==> config.mk <==
export PLATFORM = sky130hd
export DESIGN_NAME = decode_stage
export DESIGN_NICKNAME = d
export VERILOG_FILES = /design/src/rtl/decode_stage.sv
export SDC_FILE = /design/constraint.sdc
export NUM_CORES = 1
export LEC_CHECK = 0
export CELL_PAD_IN_SITES_DETAIL_PLACEMENT = 1
export CELL_PAD_IN_SITES_GLOBAL_PLACEMENT = 1
export CORE_MARGIN = 8
export CORE_UTILIZATION = 30
export DETAILED_ROUTE_END_ITERATION = 10
export PLACE_DENSITY = 0.69
export RECOVER_POWER = 50
export SKIP_CTS_REPAIR_TIMING = 1
export SYNTH_ARGS = -nofsm -noshare
export SYNTH_HDL_FRONTEND = slang
export SYNTH_SLANG_ARGS = --single-unit
==> constraint.sdc <==
create_clock -name clk -period 1.79 [get_ports clk]
set_input_delay 0.179 -clock clk [delete_from_list [all_inputs] [get_ports clk]]
set_output_delay 0.179 -clock clk [all_outputs]
set_load 0.02 [all_outputs]
==> src/rtl/decode_stage.sv <==
// Registered RV32/RV64 instruction-decode stage with valid/ready handshake,
// a main output register plus one skid register, and a pipeline flush.
module decode_stage #(
  parameter int unsigned XLEN    = 32,
  parameter int unsigned EN_MUL  = 0,
  parameter int unsigned ALUOP_W = 5
) (
  input  logic                clk,
  input  logic                rst,
  input  logic                flush,
  input  logic                in_valid,
  output logic                in_ready,
  input  logic [31:0]         in_instr,
  input  logic [XLEN-1:0]     in_pc,
  output logic                out_valid,
  input  logic                out_ready,
  output logic [XLEN-1:0]     out_pc,
  output logic [4:0]          out_rs1,
  output logic [4:0]          out_rs2,
  output logic [4:0]          out_rd,
  output logic [1:0]          out_aluSrc,
  output logic [1:0]          out_reginsel,
  output logic [1:0]          out_branch,
  output logic [ALUOP_W-1:0]  out_aluOp,
  output logic [XLEN-1:0]     out_immVal,
  output logic [XLEN/8-1:0]   out_dwe,
  output logic                out_memReg,
  output logic                out_regWr,
  output logic                out_illegal
);

  localparam int unsigned DWE_W = XLEN / 8;
  localparam bit          RV64  = (XLEN == 64);

  localparam logic [6:0] OPC_LUI    = 7'b0110111;
  localparam logic [6:0] OPC_AUIPC  = 7'b0010111;
  localparam logic [6:0] OPC_JAL    = 7'b1101111;
  localparam logic [6:0] OPC_JALR   = 7'b1100111;
  localparam logic [6:0] OPC_BRANCH = 7'b1100011;
  localparam logic [6:0] OPC_LOAD   = 7'b0000011;
  localparam logic [6:0] OPC_STORE  = 7'b0100011;
  localparam logic [6:0] OPC_IMM    = 7'b0010011;
  localparam logic [6:0] OPC_OP     = 7'b0110011;
  localparam logic [6:0] OPC_IMM32  = 7'b0011011;
  localparam logic [6:0] OPC_OP32   = 7'b0111011;

  typedef struct packed {
    logic [XLEN-1:0]    pc;
    logic [4:0]         rs1;
    logic [4:0]         rs2;
    logic [4:0]         rd;
    logic [1:0]         alusrc;
    logic [1:0]         reginsel;
    logic [1:0]         branch;
    logic [ALUOP_W-1:0] aluop;
    logic [XLEN-1:0]    imm;
    logic [DWE_W-1:0]   dwe;
    logic               memreg;
    logic               regwr;
    logic               illegal;
  } bundle_t;

  function automatic logic [XLEN-1:0] sext(input logic [31:0] v);
    return XLEN'($signed(v));
  endfunction

  logic [6:0]  opcode;
  logic [2:0]  funct3;
  logic [6:0]  funct7;
  logic [31:0] imm_i, imm_s, imm_b, imm_u, imm_j;

  assign opcode = in_instr[6:0];
  assign funct3 = in_instr[14:12];
  assign funct7 = in_instr[31:25];
  assign imm_i  = {{20{in_instr[31]}}, in_instr[31:20]};
  assign imm_s  = {{20{in_instr[31]}}, in_instr[31:25], in_instr[11:7]};
  assign imm_b  = {{19{in_instr[31]}}, in_instr[31], in_instr[7], in_instr[30:25],
                   in_instr[11:8], 1'b0};
  assign imm_u  = {in_instr[31:12], 12'b0};
  assign imm_j  = {{11{in_instr[31]}}, in_instr[31], in_instr[19:12], in_instr[20],
                   in_instr[30:21], 1'b0};

  bundle_t dec;
  logic    bad;

  // Combinational decode of the incoming word into a control bundle.
  always_comb begin
    dec     = '0;
    bad     = 1'b0;
    dec.pc  = in_pc;
    dec.rs1 = in_instr[19:15];
    dec.rs2 = in_instr[24:20];
    dec.rd  = in_instr[11:7];
    case (opcode)
      OPC_LUI: begin
        dec.reginsel = 2'b10;
        dec.regwr    = 1'b1;
        dec.imm      = sext(imm_u);
      end
      OPC_AUIPC: begin
        dec.alusrc = 2'b11;
        dec.regwr  = 1'b1;
        dec.imm    = sext(imm_u);
      end
      OPC_JAL: begin
        dec.reginsel = 2'b11;
        dec.branch   = 2'b11;
        dec.regwr    = 1'b1;
        dec.imm      = sext(imm_j);
      end
      OPC_JALR: begin
        dec.reginsel = 2'b11;
        dec.branch   = 2'b10;
        dec.regwr    = 1'b1;
        dec.imm      = sext(imm_i);
      end
      OPC_BRANCH: begin
        dec.branch = 2'b01;
        dec.imm    = sext(imm_b);
        case (funct3[2:1])
          2'b00:   dec.aluop = ALUOP_W'(5'b01000);
          2'b10:   dec.aluop = ALUOP_W'(5'b00010);
          2'b11:   dec.aluop = ALUOP_W'(5'b00011);
          default: bad = 1'b1;
        endcase
      end
      OPC_LOAD: begin
        dec.alusrc = 2'b10;
        dec.memreg = 1'b1;
        dec.regwr  = 1'b1;
        dec.imm    = sext(imm_i);
      end
      OPC_STORE: begin
        dec.alusrc = 2'b10;
        dec.imm    = sext(imm_s);
        case (funct3)
          3'b000:  dec.dwe = DWE_W'(8'h01);
          3'b001:  dec.dwe = DWE_W'(8'h03);
          3'b010:  dec.dwe = DWE_W'(8'h0F);
          3'b011: begin
            if (RV64) dec.dwe = DWE_W'(8'hFF);
            else      bad     = 1'b1;
          end
          default: bad = 1'b1;
        endcase
      end
      OPC_IMM, OPC_IMM32: begin
        dec.alusrc = 2'b10;
        dec.regwr  = 1'b1;
        dec.imm    = sext(imm_i);
        dec.aluop  = ALUOP_W'({1'b0, (funct3 == 3'b101) & in_instr[30], funct3});
        if (opcode == OPC_IMM32 && !RV64) bad = 1'b1;
      end
      OPC_OP, OPC_OP32: begin
        dec.regwr = 1'b1;
        if (funct7 == 7'b0000000 || funct7 == 7'b0100000) begin
          dec.aluop = ALUOP_W'({1'b0, in_instr[30], funct3});
        end else if (funct7 == 7'b0000001) begin
          if (EN_MUL != 0) dec.aluop = ALUOP_W'({1'b1, 1'b0, funct3});
          else             bad       = 1'b1;
        end else begin
          bad = 1'b1;
        end
        if (opcode == OPC_OP32 && !RV64) bad = 1'b1;
      end
      default: bad = 1'b1;
    endcase
    if (in_instr[1:0] != 2'b11) bad = 1'b1;
    // An illegal word carries only its PC, register indices and the flag.
    if (bad) begin
      dec.alusrc   = '0;
      dec.reginsel = '0;
      dec.branch   = '0;
      dec.aluop    = '0;
      dec.imm      = '0;
      dec.dwe      = '0;
      dec.memreg   = 1'b0;
      dec.regwr    = 1'b0;
    end
    dec.illegal = bad;
  end

  bundle_t main_q, skid_q;
  logic    main_v, skid_v;
  logic    accept, drain;

  assign accept = in_valid & in_ready;
  assign drain  = main_v & out_ready;

  // Main/skid buffer: skid refills main on drain, new words bypass to main when free.
  always_ff @(posedge clk) begin
    if (rst) begin
      main_v   <= 1'b0;
      skid_v   <= 1'b0;
      in_ready <= 1'b1;
      main_q   <= '0;
      skid_q   <= '0;
    end else if (flush) begin
      main_v   <= 1'b0;
      skid_v   <= 1'b0;
      in_ready <= 1'b1;
    end else if (!main_v || drain) begin
      if (skid_v) begin
        main_q   <= skid_q;
        main_v   <= 1'b1;
        skid_v   <= 1'b0;
        in_ready <= 1'b1;
      end else begin
        main_v <= accept;
        if (accept) main_q <= dec;
      end
    end else if (accept) begin
      skid_q   <= dec;
      skid_v   <= 1'b1;
      in_ready <= 1'b0;
    end
  end

  assign out_valid    = main_v;
  assign out_pc       = main_q.pc;
  assign out_rs1      = main_q.rs1;
  assign out_rs2      = main_q.rs2;
  assign out_rd       = main_q.rd;
  assign out_aluSrc   = main_q.alusrc;
  assign out_reginsel = main_q.reginsel;
  assign out_branch   = main_q.branch;
  assign out_aluOp    = main_q.aluop;
  assign out_immVal   = main_q.imm;
  assign out_dwe      = main_q.dwe;
  assign out_memReg   = main_q.memreg;
  assign out_regWr    = main_q.regwr;
  assign out_illegal  = main_q.illegal;

endmodule

==> flow_summary.ini <==
[finish]
finish.utilization = 0.434
syn2layout_area_growth_pct = 43.4
nets = 1330
stdcell_count = 1660
drive_gt1_frac = 0.167

[power]
leakagePower_nw = 4.53
cellPowerDensity_mw_per_mm2 = 813
p_clk_frac = 0.391
share_comb_of_total_power = 0.162
p_sw_mw = 2.92
sw_frac_of_total = 0.289
vdd_drop_max_mv = 0.678
p_seq_frac = 0.447
p_int_mw = 7.17

[drt]
first_pass_iters = 5
vias_per_cell = 5.17
vias = 8585
drtAntennaViolNets = 0
drc = 0
wl_um = 32500
wire_per_inst_um = 19.6
drt_iter0_drc = 376

[die]
die_y_um = 186
start_util = 0.303
io_pins = 168
core_mm2 = 0.0285
die_x_um = 186
num_rows = 62
dieArea_mm2 = 0.0345

[placement]
port_buffers = 166
placedCellCount = 1616
place.gp.congestion = 0.890
place_ws_ns = -0.554
hpwl_um = 21900

[outcome]
outcome = complete, no violations

[clock_network]
clk-insertion-delay-late_ns = 0.44
path_clk_slew_ns = 0.07
clkSinkCount = 193
cts_buffers = 17
tritoncts = done
cts_root_buffer = clkbuf_16
htreeDepth = 4
cts_buffer_depth = 2

[synthesis]
synth_fp_nets = 1106
ys_top_cells_by_area = dfxtp_1 (45%), nand2_1 (7.4%), a21oi_1 (6.8%)
synth_area_mm2 = 0.00865
postSynthCellCount = 1037
synth.top_cell.area_share = 0.447
postSynth.asyncResetShare = 0
synth.most_common_cell = dfxtp_1
synth_common_cells = dfxtp_1 (193), nand2_1 (171), a21oi_1 (118), nor2_1 (111), a211oi_1 (72)
ys_warn_count = 0
yosysSeqAreaShare = 0.447
syn_area_per_cell_um2 = 8.34
synthFlopType = dfxtp_1
ys_ff_latch = 193
synth-edff-count = 0
synth.distinct_cells = 64
synth_top_cell_by_area = dfxtp_1

[hold_path]
holdCritStartpoint = rst
hold_path_class = in2reg

[setup_path]
required_ns = 2.14
worst_path_most_repeated_cell = buf_4
r2r_start = out_valid$_SDFFE_PP0P_
worst_setup_path_start_kind = input pin
path_max_fanout = 8
critPathBufInv = 4
slowest_delay_ns = 0.43
critPathArrivalTime_ns = 2.10
crit_family = buffers and inverters
slowest_stage = clkdlybuf4s50_1
worstPathCellList = clkdlybuf4s50_1 > nor2_1 > a21oi_1 > buf_4 > a2111oi_4 > buf_4 > buf_12 > nand4_1 > a211oi_2
critPathLaunch = in_instr[31]
critPathCaptureType = flip-flop
critical_path_class = in2reg

[timing]
slew_violations = 0
timing.final.crit_period_ns = 1.74
period_share = 0.973
worst_slack_ns = 0.0479
clock.fmax_ghz = 0.574
relSlewSlack = 0.664
clock_skew_ns = 0.0110
finalSetupTns_ns = 0
finalSetupViolCount = 0
hold_viol_final = 0
tightestPinTransition_ns = 0.505
timing.hold.ws_ns = 0.0858

[grt]
grt.total_usage = 0.181
grt_first_pass_wirelength_um = 49300
grt_max_degree = 85
grt_overflow_total = 0
antenna_found_initial = 1
grt_pass1_vias = 8717

[job]
max_cap_violations = 0
through the flow:
| step | area (um2) | power (mW) |
|---|---|---|
| 3_3_place_gp | 11600 | 6.19 |
| 3_5_place_dp | 11600 | 6.22 |
| 4_1_cts | 12200 | 10.2 |
| 5_1_grt | 12400 | 10.5 |
| 2_1_floorplan | 8680 | 5.33 |
| 6_report | 12400 | 10.1 |
state kept, by name, indices dropped and copies added, names as in the netlist, 2 cells and up:
register	cells
out_aluOp	4
out_immVal	32
out_rs2	5
out_dwe	3
out_reginsel	2
out_rs1	5
out_rd	5
out_pc	32
skid_q	95
out_branch	2
out_aluSrc	2
logic make-up (layout without fill, tap and decap cells):
| kind of cell | count (synthesis) | after routing | share of synthesized area |
|---|---|---|---|
| other | 1 | 3 | 0.000434 |
| buffers and inverters | 103 | 340 | 0.0511 |
| XOR/XNOR | 1 | 1 | 0.00101 |
| multiplexers | 50 | 50 | 0.0579 |
| flip-flops | 193 | 193 | 0.447 |
| AND/OR/NAND/NOR | 396 | 396 | 0.218 |
| AO/OA/AOI/OAI | 293 | 293 | 0.224 |
area by class of cell:
type	count	area, um2
well taps	384	480
flip-flops and latches	193	3870
multi-input cells	741	4450
inverters	8	30.0
repair buffers	300	2980
clock buffers	17	425
fillers	3376	16100
clock inverters	15	169
diodes	2	5.00
per-layer routing:
layer / global-route usage / part of all wire / vias up
li1: - / - / 4131
met1: 0.240 / 0.47 / 4252
met2: 0.299 / 0.47 / 171
met3: 0.0271 / 0.038 / 31
met4: 0.0553 / 0.018 / 0
met5: 0 / 0 / -
worst reg2reg max path, delay by kind of cell, from the launching register on:
kind            cells  cell delay, ns
simple gates        3            0.41
buf+inv             4            0.66
compound gates      2            0.18
flops               1            0.33
path summary, 6_finish.rpt:
kind	to	cells past startpoint	slack, ns
max	out_immVal[31]$_SDFFE_PP0P_	9	0.05
min reg2reg	skid_q[3]$_SDFFE_PP0P_	2	0.45
max reg2reg	out_dwe[2]$_SDFFE_PP0P_	9	0.08
min	out_aluSrc[0]$_SDFFE_PP0P_	2	0.09
placed cells by master, fill, tap and decap left out, types with 12 or more instances in the layout:
cell	netlist	routed
dfxtp_1	193	190
nand2_1	171	170
a21oi_1	118	117
nor2_1	111	111
buf_4	3	104
clkdlybuf4s50_1	0	90
a211oi_1	72	69
dlygate4sd3_1	0	60
mux2i_1	50	50
o21ai_0	15	27
clkbuf_16	0	20
dlymetal6s2s_1	0	15
buf_12	0	15
nand4_1	13	13
nor4_2	11	12
nor3_1	14	12
a211oi_2	9	12
power by group through the flow:
stage / clock network, mW / registers [mW] / logic (mW)
after floorplan: 0 / 4.76 / 0.575
after global placement: 0 / 4.61 / 1.58
after detailed placement: 0 / 4.62 / 1.60
after CTS: 4.03 / 4.52 / 1.61
after global routing: 4.22 / 4.53 / 1.75
final: 3.94 / 4.51 / 1.63
Note: power is estimated with default switching activity, not from simulation.
